--- src/rtl/map_access_arbiter_pkg.sv ---
// Shared world-map access types: geometry constants, requester ids and the in-flight tag.
// Used by the arbiter, the raycaster and the player controller.
package map_pkg;

  localparam int N        = 24;
  localparam int COORD_W  = $clog2(N);
  localparam int ADDR_W   = $clog2(N * N);
  localparam int BRAM_LAT = 2;
  localparam int TAG_DEPTH = 1 + BRAM_LAT;
  localparam logic [7:0] OOB_CELL = 8'hFF;
  localparam logic [COORD_W-1:0] N_COORD = COORD_W'(N);

  typedef enum logic {REQ_RAY, REQ_CTL} req_id_t;

  typedef struct packed {
    logic    valid;
    req_id_t id;
    logic    oob;
  } map_tag_t;

  function automatic logic is_oob(input logic [COORD_W-1:0] x, input logic [COORD_W-1:0] y);
    return (x >= N_COORD) || (y >= N_COORD);
  endfunction

  // Row-major: y selects the row of N cells.
  function automatic logic [ADDR_W-1:0] cell_addr(input logic [COORD_W-1:0] x,
                                                  input logic [COORD_W-1:0] y);
    return ADDR_W'(y) * ADDR_W'(N) + ADDR_W'(x);
  endfunction

endpackage

--- src/rtl/map_access_arbiter_if.sv ---
// Requester handshakes, shared response and BRAM port of the map access arbiter.
// slave is the arbiter side; master is the requester/BRAM side.
interface map_access_arbiter_if;
  import map_pkg::*;

  logic                ray_req;
  logic [COORD_W-1:0]  ray_x;
  logic [COORD_W-1:0]  ray_y;
  logic                ray_gnt;
  logic                ray_valid;

  logic                ctl_req;
  logic [COORD_W-1:0]  ctl_x;
  logic [COORD_W-1:0]  ctl_y;
  logic                ctl_gnt;
  logic                ctl_valid;

  logic [7:0]          rsp_data;
  logic [ADDR_W-1:0]   map_addr;
  logic [7:0]          map_data;

  modport slave (
    input  ray_req, ray_x, ray_y, ctl_req, ctl_x, ctl_y, map_data,
    output ray_gnt, ray_valid, ctl_gnt, ctl_valid, rsp_data, map_addr
  );

  modport master (
    output ray_req, ray_x, ray_y, ctl_req, ctl_x, ctl_y, map_data,
    input  ray_gnt, ray_valid, ctl_gnt, ctl_valid, rsp_data, map_addr
  );

endinterface

--- src/rtl/map_access_arbiter_tag_pipe.sv ---
// Shift register carrying request tags alongside the address register and BRAM read stages.
// Synchronous clear drops every in-flight tag.
module map_tag_pipe
  import map_pkg::*;
#(
  parameter int DEPTH = TAG_DEPTH
) (
  input  logic     clk,
  input  logic     clr,
  input  map_tag_t din,
  output map_tag_t dout
);

  map_tag_t stages [DEPTH];

  always_ff @(posedge clk) begin
    if (clr) begin
      for (int i = 0; i < DEPTH; i++) stages[i] <= '0;
    end else begin
      stages[0] <= din;
      for (int i = 1; i < DEPTH; i++) stages[i] <= stages[i-1];
    end
  end

  assign dout = stages[DEPTH-1];

endmodule

--- src/rtl/map_access_arbiter.sv ---
// Round-robin sharing of the single-port map BRAM between the ray stepper and the controller,
// with fixed 3-cycle grant-to-response latency and out-of-bounds cells reported as walls.
//
// rr pointer (last_gnt) | meaning
// REQ_CTL               | ctl granted last (reset value): ray wins a tie
// REQ_RAY               | ray granted last: ctl wins a tie
module map_access_arbiter
  import map_pkg::*;
(
  input  logic                 pixel_clk_in,
  input  logic                 rst_in,
  map_access_arbiter_if.slave  bus
);

  req_id_t            last_gnt, last_gnt_nxt;
  logic               ray_gnt, ctl_gnt, issue;
  logic [COORD_W-1:0] sel_x, sel_y;
  logic [ADDR_W-1:0]  map_addr_q, map_addr_nxt;
  map_tag_t           issue_tag, rsp_tag;

  always_comb begin
    ray_gnt      = 1'b0;
    ctl_gnt      = 1'b0;
    sel_x        = bus.ray_x;
    sel_y        = bus.ray_y;
    issue_tag    = '0;
    last_gnt_nxt = last_gnt;
    map_addr_nxt = map_addr_q;
    // No grants while in reset so a requester never believes it was served and then lost.
    if (!rst_in) begin
      if (bus.ray_req && (!bus.ctl_req || last_gnt == REQ_CTL)) begin
        ray_gnt = 1'b1;
      end else if (bus.ctl_req) begin
        ctl_gnt = 1'b1;
      end
    end
    issue = ray_gnt || ctl_gnt;
    if (ctl_gnt) begin
      sel_x = bus.ctl_x;
      sel_y = bus.ctl_y;
    end
    if (issue) begin
      issue_tag.valid = 1'b1;
      issue_tag.id    = ctl_gnt ? REQ_CTL : REQ_RAY;
      issue_tag.oob   = is_oob(sel_x, sel_y);
      last_gnt_nxt    = issue_tag.id;
      map_addr_nxt    = issue_tag.oob ? '0 : cell_addr(sel_x, sel_y);
    end
  end

  always_ff @(posedge pixel_clk_in) begin
    if (rst_in) begin
      last_gnt   <= REQ_CTL;
      map_addr_q <= '0;
    end else begin
      last_gnt   <= last_gnt_nxt;
      map_addr_q <= map_addr_nxt;
    end
  end

  map_tag_pipe #(.DEPTH(TAG_DEPTH)) u_tag_pipe (
    .clk  (pixel_clk_in),
    .clr  (rst_in),
    .din  (issue_tag),
    .dout (rsp_tag)
  );

  assign bus.ray_gnt   = ray_gnt;
  assign bus.ctl_gnt   = ctl_gnt;
  assign bus.map_addr  = map_addr_q;
  assign bus.ray_valid = rsp_tag.valid && (rsp_tag.id == REQ_RAY);
  assign bus.ctl_valid = rsp_tag.valid && (rsp_tag.id == REQ_CTL);
  // Response data is forced to zero between responses to keep the shared bus quiet.
  assign bus.rsp_data  = !rsp_tag.valid ? 8'h00 :
                         rsp_tag.oob    ? OOB_CELL : bus.map_data;

endmodule

--- src/flat_wrapper.sv ---
// flat-port wrapper written by rule: the top's interface ports become plain ports
module map_access_arbiter_flat import map_pkg::*;
  (pixel_clk_in, rst_in, bus_ray_req, bus_ray_x, bus_ray_y, bus_ctl_req, bus_ctl_x, bus_ctl_y, bus_map_data, bus_ray_gnt, bus_ray_valid, bus_ctl_gnt, bus_ctl_valid, bus_rsp_data, bus_map_addr);
  map_access_arbiter_if bus_i ();
  input  logic pixel_clk_in;
  input  logic rst_in;
  input wire logic [$bits(bus_i.ray_req)-1:0] bus_ray_req;
  input wire logic [$bits(bus_i.ray_x)-1:0] bus_ray_x;
  input wire logic [$bits(bus_i.ray_y)-1:0] bus_ray_y;
  input wire logic [$bits(bus_i.ctl_req)-1:0] bus_ctl_req;
  input wire logic [$bits(bus_i.ctl_x)-1:0] bus_ctl_x;
  input wire logic [$bits(bus_i.ctl_y)-1:0] bus_ctl_y;
  input wire logic [$bits(bus_i.map_data)-1:0] bus_map_data;
  output wire logic [$bits(bus_i.ray_gnt)-1:0] bus_ray_gnt;
  output wire logic [$bits(bus_i.ray_valid)-1:0] bus_ray_valid;
  output wire logic [$bits(bus_i.ctl_gnt)-1:0] bus_ctl_gnt;
  output wire logic [$bits(bus_i.ctl_valid)-1:0] bus_ctl_valid;
  output wire logic [$bits(bus_i.rsp_data)-1:0] bus_rsp_data;
  output wire logic [$bits(bus_i.map_addr)-1:0] bus_map_addr;
  assign bus_i.ray_req = bus_ray_req;
  assign bus_i.ray_x = bus_ray_x;
  assign bus_i.ray_y = bus_ray_y;
  assign bus_i.ctl_req = bus_ctl_req;
  assign bus_i.ctl_x = bus_ctl_x;
  assign bus_i.ctl_y = bus_ctl_y;
  assign bus_i.map_data = bus_map_data;
  assign bus_ray_gnt = bus_i.ray_gnt;
  assign bus_ray_valid = bus_i.ray_valid;
  assign bus_ctl_gnt = bus_i.ctl_gnt;
  assign bus_ctl_valid = bus_i.ctl_valid;
  assign bus_rsp_data = bus_i.rsp_data;
  assign bus_map_addr = bus_i.map_addr;
  map_access_arbiter u_core (.pixel_clk_in(pixel_clk_in), .rst_in(rst_in), .bus(bus_i));
endmodule
--- config.mk ---
export PLATFORM = sky130hd
export DESIGN_NAME = map_access_arbiter_flat
export DESIGN_NICKNAME = d
export VERILOG_FILES = /design/src/rtl/map_access_arbiter_pkg.sv /design/src/rtl/map_access_arbiter_if.sv /design/src/rtl/map_access_arbiter_tag_pipe.sv /design/src/rtl/map_access_arbiter.sv /design/src/flat_wrapper.sv
export SDC_FILE = /design/constraint.sdc
export NUM_CORES = 1
export LEC_CHECK = 0
export ABC_CLOCK_PERIOD_IN_PS = 4000
export BUFFER_PORTS_ARGS = -buffer_cell sky130_fd_sc_hd__buf_2
export CAP_MARGIN = 10
export CORE_MARGIN = 8
export CORE_UTILIZATION = 25
export CTS_CLUSTER_DIAMETER = 60
export CTS_CLUSTER_SIZE = 10
export DETAILED_ROUTE_END_ITERATION = 10
export PLACE_DENSITY_LB_ADDON = 0.2
export SYNTH_ARGS = -nofsm -noshare
export SYNTH_HDL_FRONTEND = slang
export SYNTH_SLANG_ARGS = --single-unit
--- constraint.sdc ---
create_clock -name pixel_clk_in -period 4 [get_ports pixel_clk_in]
set_clock_uncertainty 0.15 [all_clocks]
set_input_delay 0.4 -clock pixel_clk_in [delete_from_list [all_inputs] [get_ports pixel_clk_in]]
set_output_delay 0.4 -clock pixel_clk_in [all_outputs]
set_load 0.01 [all_outputs]
# [Word-level counts from Yosys, hierarchy flattened]
# Memory sizes are Yosys's and may differ from the RTL's.
# Index checks and enable logic that the tools add are counted.
[classes] shift=0 n_lt_le_gt_ge=2 div=0 n_mux=18 n_eq_ne=0 reduce_logical=7 mul=1 n_addsub=1 bitwise=4
[op_table] cell="8-bit two-way mux" count=2
[op_table] cell="3-bit two-way mux" count=4
[op_table] cell="10-bit by 5-bit adder with 10-bit output" count=1
[op_table] cell="5-bit greater-or-equal comparator, second input constant" count=2
[op_table] cell="10-bit two-way mux" count=1
[op_table] cell="5-bit two-way mux" count=2
[op_table] cell="1-bit two-way mux" count=9
[op_table] cell="5-bit by 2-bit multiplier with 7-bit output, second input constant" count=1
[op_table] cell="1-bit logical AND" count=3
[op_table] cell="1-bit logical OR" count=3
[op_table] cell="1-bit bitwise OR" count=3
[op_table] cell="1-bit zero test" count=1
[op_table] cell="1-bit inverter" count=1
[word_totals] in_bits=32 latch_bits=0 rom_bits=0 memories=1 ramBits=9 ff_bits=11
[mem_list] memory="u_core.u_tag_pipe.stages" words=3 width=3 rd=3 rd_ports_with_merged_regs=0 wr=3 line_no="map_access_arbiter_tag_pipe.sv:14" text="map_tag_t stages [DEPTH];"

# [Depth between registers and ports, before layout]
[depth] ltp_word=10 depth_mapped=16 mapped_depth_nobuf=14

# [Hierarchy]
# A second synthesis with hierarchy kept.
[hier_totals] cells_unflattened=142 area_unflattened_um2=1325.0
[modules_own_cells] mod="map_access_arbiter" area_per_inst_um2=1066.0 n_inst=1 cells_per_inst=121
[modules_own_cells] mod="map_tag_pipe" area_per_inst_um2=259.0 n_inst=1 cells_per_inst=21

# [Least setup slack after synthesis]
# No wires, ideal clock.
[synth_path] path_kind="input-to-reg" from="input rst_in" to="register u_core.map_addr_q[9] (netlist: u_core.bus.map_addr[9])" cell_stages=15 setup_time_ps=117 path_buffers=2 required_time_ps=3733 path_slack_ps=1043 t_arrival_ps=2689 path_cell_list="buf_2 > nor2b_4 > nand2_2 > clkbuf_1 > nand2_1 > nand2_1 > ha_1 > ha_1 > a21oi_1 > nand3_1 > a41oi_1 > xnor2_1 > and4_1 > a21o_1 > a32o_1"
[synth_via] elab_chain_len=5 elab_cells_between_ends=11
[synth_lines] item="start: declaration" line_no="flat_wrapper.sv:6" text="input logic rst_in;"
[synth_lines] item="1-bit two-way mux" line_no="map_access_arbiter.sv:30" text="if (!rst_in) begin"
[synth_lines] item="5-bit two-way mux" line_no="map_access_arbiter.sv:38" text="if (ctl_gnt) begin"
[synth_lines] item="5-bit by 2-bit multiplier with 7-bit output or 5-bit greater-or-equal comparator (tied branches)" line_no="map_access_arbiter_pkg.sv:28, map_access_arbiter_pkg.sv:22"
[synth_lines] item="10-bit by 5-bit adder with 10-bit output or 1-bit logical OR (tied branches)" line_no="map_access_arbiter_pkg.sv:28, map_access_arbiter_pkg.sv:22"
[synth_lines] item="10-bit two-way mux" line_no="map_access_arbiter.sv:47" text="map_addr_nxt = issue_tag.oob ? '0 : cell_addr(sel_x, sel_y);"
[synth_lines] item="end signal: assignment" line_no="map_access_arbiter.sv:57" text="map_addr_q <= map_addr_nxt;"
[synth_lines] item="end: declaration" line_no="map_access_arbiter.sv:18" text="logic [ADDR_W-1:0] map_addr_q, map_addr_nxt;"
# Several ways; a longest one is shown, not always the timed one.
# A chain may end at the register's enable or synchronous reset.

# [Worst setup path after layout]
[layout_path] from="register u_core.last_gnt" to="register u_core.map_addr_q[9] (netlist: u_core.bus.map_addr[9])"
[layout_via] elab_chain_len=8 elab_cells_between_ends=15
[layout_lines] item="start: declaration" line_no="map_access_arbiter.sv:15" text="req_id_t last_gnt, last_gnt_nxt;"
[layout_lines] item="start signal: assignment" line_no="map_access_arbiter.sv:56" text="last_gnt <= last_gnt_nxt;"
[layout_lines] item="1-bit logical OR *" line_no="map_access_arbiter.sv:31" text="if (bus.ray_req && (!bus.ctl_req || last_gnt == REQ_CTL)) begin"
[layout_lines] item="1-bit logical AND *" line_no="map_access_arbiter.sv:31"
[layout_lines] item="1-bit two-way mux" line_no="map_access_arbiter.sv:31"
[layout_lines] item="1-bit two-way mux" line_no="map_access_arbiter.sv:30"
[layout_lines] item="5-bit two-way mux" line_no="map_access_arbiter.sv:38"
[layout_lines] item="5-bit by 2-bit multiplier with 7-bit output or 5-bit greater-or-equal comparator (tied branches)" line_no="map_access_arbiter_pkg.sv:28, map_access_arbiter_pkg.sv:22"
[layout_lines] item="10-bit by 5-bit adder with 10-bit output or 1-bit logical OR (tied branches)" line_no="map_access_arbiter_pkg.sv:28, map_access_arbiter_pkg.sv:22"
[layout_lines] item="10-bit two-way mux" line_no="map_access_arbiter.sv:47"
# Every way passes the cells marked *; elsewhere a longest branch is shown, timed or not.

==> flow_summary_export.csv <==
group,metric,value,unit
setup_path,path_cells,"nand2_1 -> nand2_2 -> inv_2 -> nand2_1 -> nand2_1 -> ha_1 -> ha_1 -> a21oi_1 -> nand3_1 -> a41oi_1 -> xnor2_1 -> and4_1 -> a21o_1 -> a32o_1",
min_path,hp-class,"reg -> reg",
clock_network,cts_tree,"yes",
clock_network,path_clk_slew,80,ps
detailed_routing,drt-pass1-iter-count,4,
grt,grt_pass1_wl,5830,µm
clock_network,clock_latency,250,ps
grt,grt_overflow_total,0,
detailed_routing,via_count,1265,
yosys,netlist_instances,161,
setup_path,r2r_end,"u_core.bus.map_addr[9]$_SDFFE_PP0N_",
power_and_ir_drop,power.density,346,nW/µm²
sta,fin_tns_setup,0,ps
yosys,synth_fp_nets,202,
floorplan,fp.dieW,88.7,µm
detailed_routing,wl_per_cell,12.9,µm
final_layout,nNetsFinal,256,
power_and_ir_drop,irDropWorstVdd,0.000197,V
floorplan,placementRows,26,
clock_network,htreeDepth,1,
min_path,hp-start,"u_core.u_tag_pipe.stages[0][2]$_SDFF_PP0_",
yosys,yosysWarnings,0,
setup_path,cp-start-kind,"register",
yosys,synth_seq_area_share,30.3,%
min_path,min_to,"u_core.u_tag_pipe.stages[0][5]$_SDFF_PP0_",
yosys,ys_seq_elements,20,
clock_network,cts_setup_buffers,0,
setup_path,rrSetupSlack,890,ps
yosys,avgSynthCellArea,8.20,µm²
yosys,synthDistinctLibCells,44,
placed_design,dp_hpwl,3040,µm
clock_network,clockBufferDepth,2,
clock_network,clock-sinks,20,
final_layout,antenna_cells,0,
setup_path,cp_num_buf_inv,1,
clock_network,cts_root_buf,"clkbuf_8",
clock_network,holdBufCountCts,0,
sta,finalSetupViolations,0,
detailed_routing,finalWirelength,3670,µm
final_layout,fillers,561,
floorplan,die_h,88.7,µm
grt,grt.total_usage,9.41,%
grt,grt_pass1_vias,1209,
detailed_routing,route.detailed.drc,0,
grt,grt_max_degree,19,
sta,hold_viol,0,
run,drv_cap,0,
sta,rsz0062_at_grt,"false",
sta,worstMarginPinSlew,362,ps
floorplan,io_pins,54,
detailed_routing,post_drt_via_cell_ratio,4.45,
yosys,synth_area,1320,µm²
setup_path,path_class,"reg -> reg",
setup_path,crit_arrival,3110,ps
min_path,min_path_cells,1,
grt,antenna_found_initial,0,
sta,fin_crit_sh,77.8,%
sta,relSlewSlack,75.7,%
detailed_routing,drt_iter0_drc,31,
setup_path,critPathCaptureType,"register",
setup_path,crit_family,"simple AND/OR/NAND/NOR gates",
clock_network,cts_made_buffers,3,
setup_path,critPathMaxFanout,14,
setup_path,r2r-start,"u_core.last_gnt$_SDFFE_PP1N_",
setup_path,slowest_stage,"dfxtp_1",
setup_path,crit_required,4000,ps
final_layout,drive_above_1_share,31.3,%
detailed_routing,drtAntennaViolNets,0,
final_layout,syn2layout_area_growth,31.2,%
clock_network,cts_resized,0,
setup_path,cp_common_cell,"nand2_1",
sta,slew_violations,0,
sta,fin_crit,3110,ps
floorplan,die_area,7860,µm²
power_and_ir_drop,p_leak,0.886,nW
sta,fmax,321,MHz
setup_path,critPathMaxStageDelay,370,ps
floorplan,core_area,5110,µm²
placed_design,gp_congestion,0.800,
sta,whs,282,ps
setup_path,reg2reg_depth,14,
run_status,status,"finished clean",
placed_design,port-buffer-count,53,
floorplan,start_util,25.8,%
state kept, by name, summed over array words and instances, names as in the netlist:
| register | count |
|---|---|
| u_core.u_tag_pipe.stages | 9 |
| u_core.last_gnt | 1 |
| u_core.bus.map_addr | 10 |
layout by cell type, fill, tap and decap left out, types with 3 or more instances in the layout:
| cell | instances |
|---|---|
| clkbuf_8 | 3 |
| inv_1 | 4 |
| nand2b_1 | 4 |
| a22oi_1 | 7 |
| xor2_1 | 4 |
| ha_1 | 8 |
| and2_1 | 5 |
| nand3_1 | 3 |
| o21a_1 | 8 |
| a21oi_1 | 3 |
| nand2_1 | 30 |
| nor2b_1 | 9 |
| xnor2_1 | 3 |
| nor2_1 | 14 |
| buf_2 | 53 |
| mux2i_1 | 3 |
| dfxtp_1 | 20 |
per-layer routing:
layer	track usage, %	vias up	share of wire, %
met4	3.69	0	1.1
li1	-	660	-
met3	2.23	2	9.4
met1	12.3	561	48
met2	14.4	42	41
met5	0	-	0
cells by family (layout without fill, tap and decap cells):
group,after synthesis,after routing,synth area share (%)
multiplexers,6,6,5.12
AO/OA/AOI/OAI,33,33,18.6
adder cells (fa/ha/maj),9,9,9.10
AND/OR/NAND/NOR,75,75,28.7
flip-flops,20,20,30.3
XOR/XNOR,7,7,4.64
buffers and inverters,11,64,3.51
worst max-delay path by stage:
stage | depth (start not counted) | startpoint | slack, ps | to
2_1_floorplan | 15 | rst_in | 1040 | u_core.bus.map_addr[9]$_SDFFE_PP0N_
3_3_place_gp | 15 | bus_ctl_req | 730 | u_core.bus.map_addr[9]$_SDFFE_PP0N_
3_5_place_dp | 15 | bus_ctl_req | 720 | u_core.bus.map_addr[9]$_SDFFE_PP0N_
4_1_cts | 14 | u_core.last_gnt$_SDFFE_PP1N_ | 900 | u_core.bus.map_addr[9]$_SDFFE_PP0N_
5_1_grt | 14 | u_core.last_gnt$_SDFFE_PP1N_ | 680 | u_core.bus.map_addr[9]$_SDFFE_PP0N_
6_report | 14 | u_core.last_gnt$_SDFFE_PP1N_ | 890 | u_core.bus.map_addr[9]$_SDFFE_PP0N_
cells in the mapped netlist (all sizes together):
master   n  area share, %
xnor2    3            2.0
o311ai   1           0.66
o21bai   2            1.1
a21o     2            1.1
nand2   31            9.0
nand3    3            1.1
a41oi    1           0.66
a31oi    1           0.47
nand2b   4            1.9
or3      2            1.3
dfxtp   20             30
a22o     1           0.66
and3b    1           0.66
o21a     8            4.5
mux2i    3            2.3
and2     5            2.4
ha       8            7.6
o221ai   1           0.66
clkbuf   4            1.1
nor3b    1           0.57
a21oi    3            1.1
and3     2           0.95
buf      2           0.95
inv      5            1.4
o31ai    1           0.57
a211oi   1           0.57
xor2     4            2.7
fa       1            1.5
mux2     3            2.8
a2111o   1           0.85
a22oi    7            4.0
a32o     1           0.76
nor2b   10            5.3
nor2    15            4.8
and4     1           0.66
o21ai    2           0.76
cell type report:
class                   count  area (µm²)  share of cell area (%)
repair buffers             55         280                    16.2
clock inverters             1        30.0                    1.73
flip-flops and latches     20         400                    23.1
well taps                  70        87.6                    5.06
clock buffers               3        41.3                    2.38
inverters                   5        18.8                    1.08
multi-input cells         130         873                    50.4
per-stage QoR:
| step | worst slack, ps | util, % | instances | cell area [µm²] | power [W] |
|---|---|---|---|---|---|
| floorplan | 1040 | - | 161 | 1320 | 0.000348 |
| global placement | 732 | 32.5 | 280 | 1660 | 0.000408 |
| detailed placement | 719 | 32.5 | 280 | 1660 | 0.000406 |
| CTS | 896 | 33.9 | 284 | 1730 | 0.000605 |
| global route | 681 | 33.9 | 284 | 1730 | 0.000638 |
| finish | 888 | 33.9 | 284 | 1730 | 0.000599 |
power breakdown:
part	leakage (nW)	switching [W]	internal (W)
Combinational	0.686	0.0000982	0.0000824
Sequential	0.164	0.00000708	0.000213
Clock	0.0357	0.0000644	0.000133
worst reg2reg max path, cell delays in order (launching register included):
cell	delay (ps)
dfxtp_1	370
nand2_1	90
nand2_2	220
inv_2	180
nand2_1	100
nand2_1	80
ha_1	260
ha_1	220
a21oi_1	140
nand3_1	130
a41oi_1	270
xnor2_1	130
and4_1	230
a21o_1	170
a32o_1	240
Power figures use the tool's default switching activity.
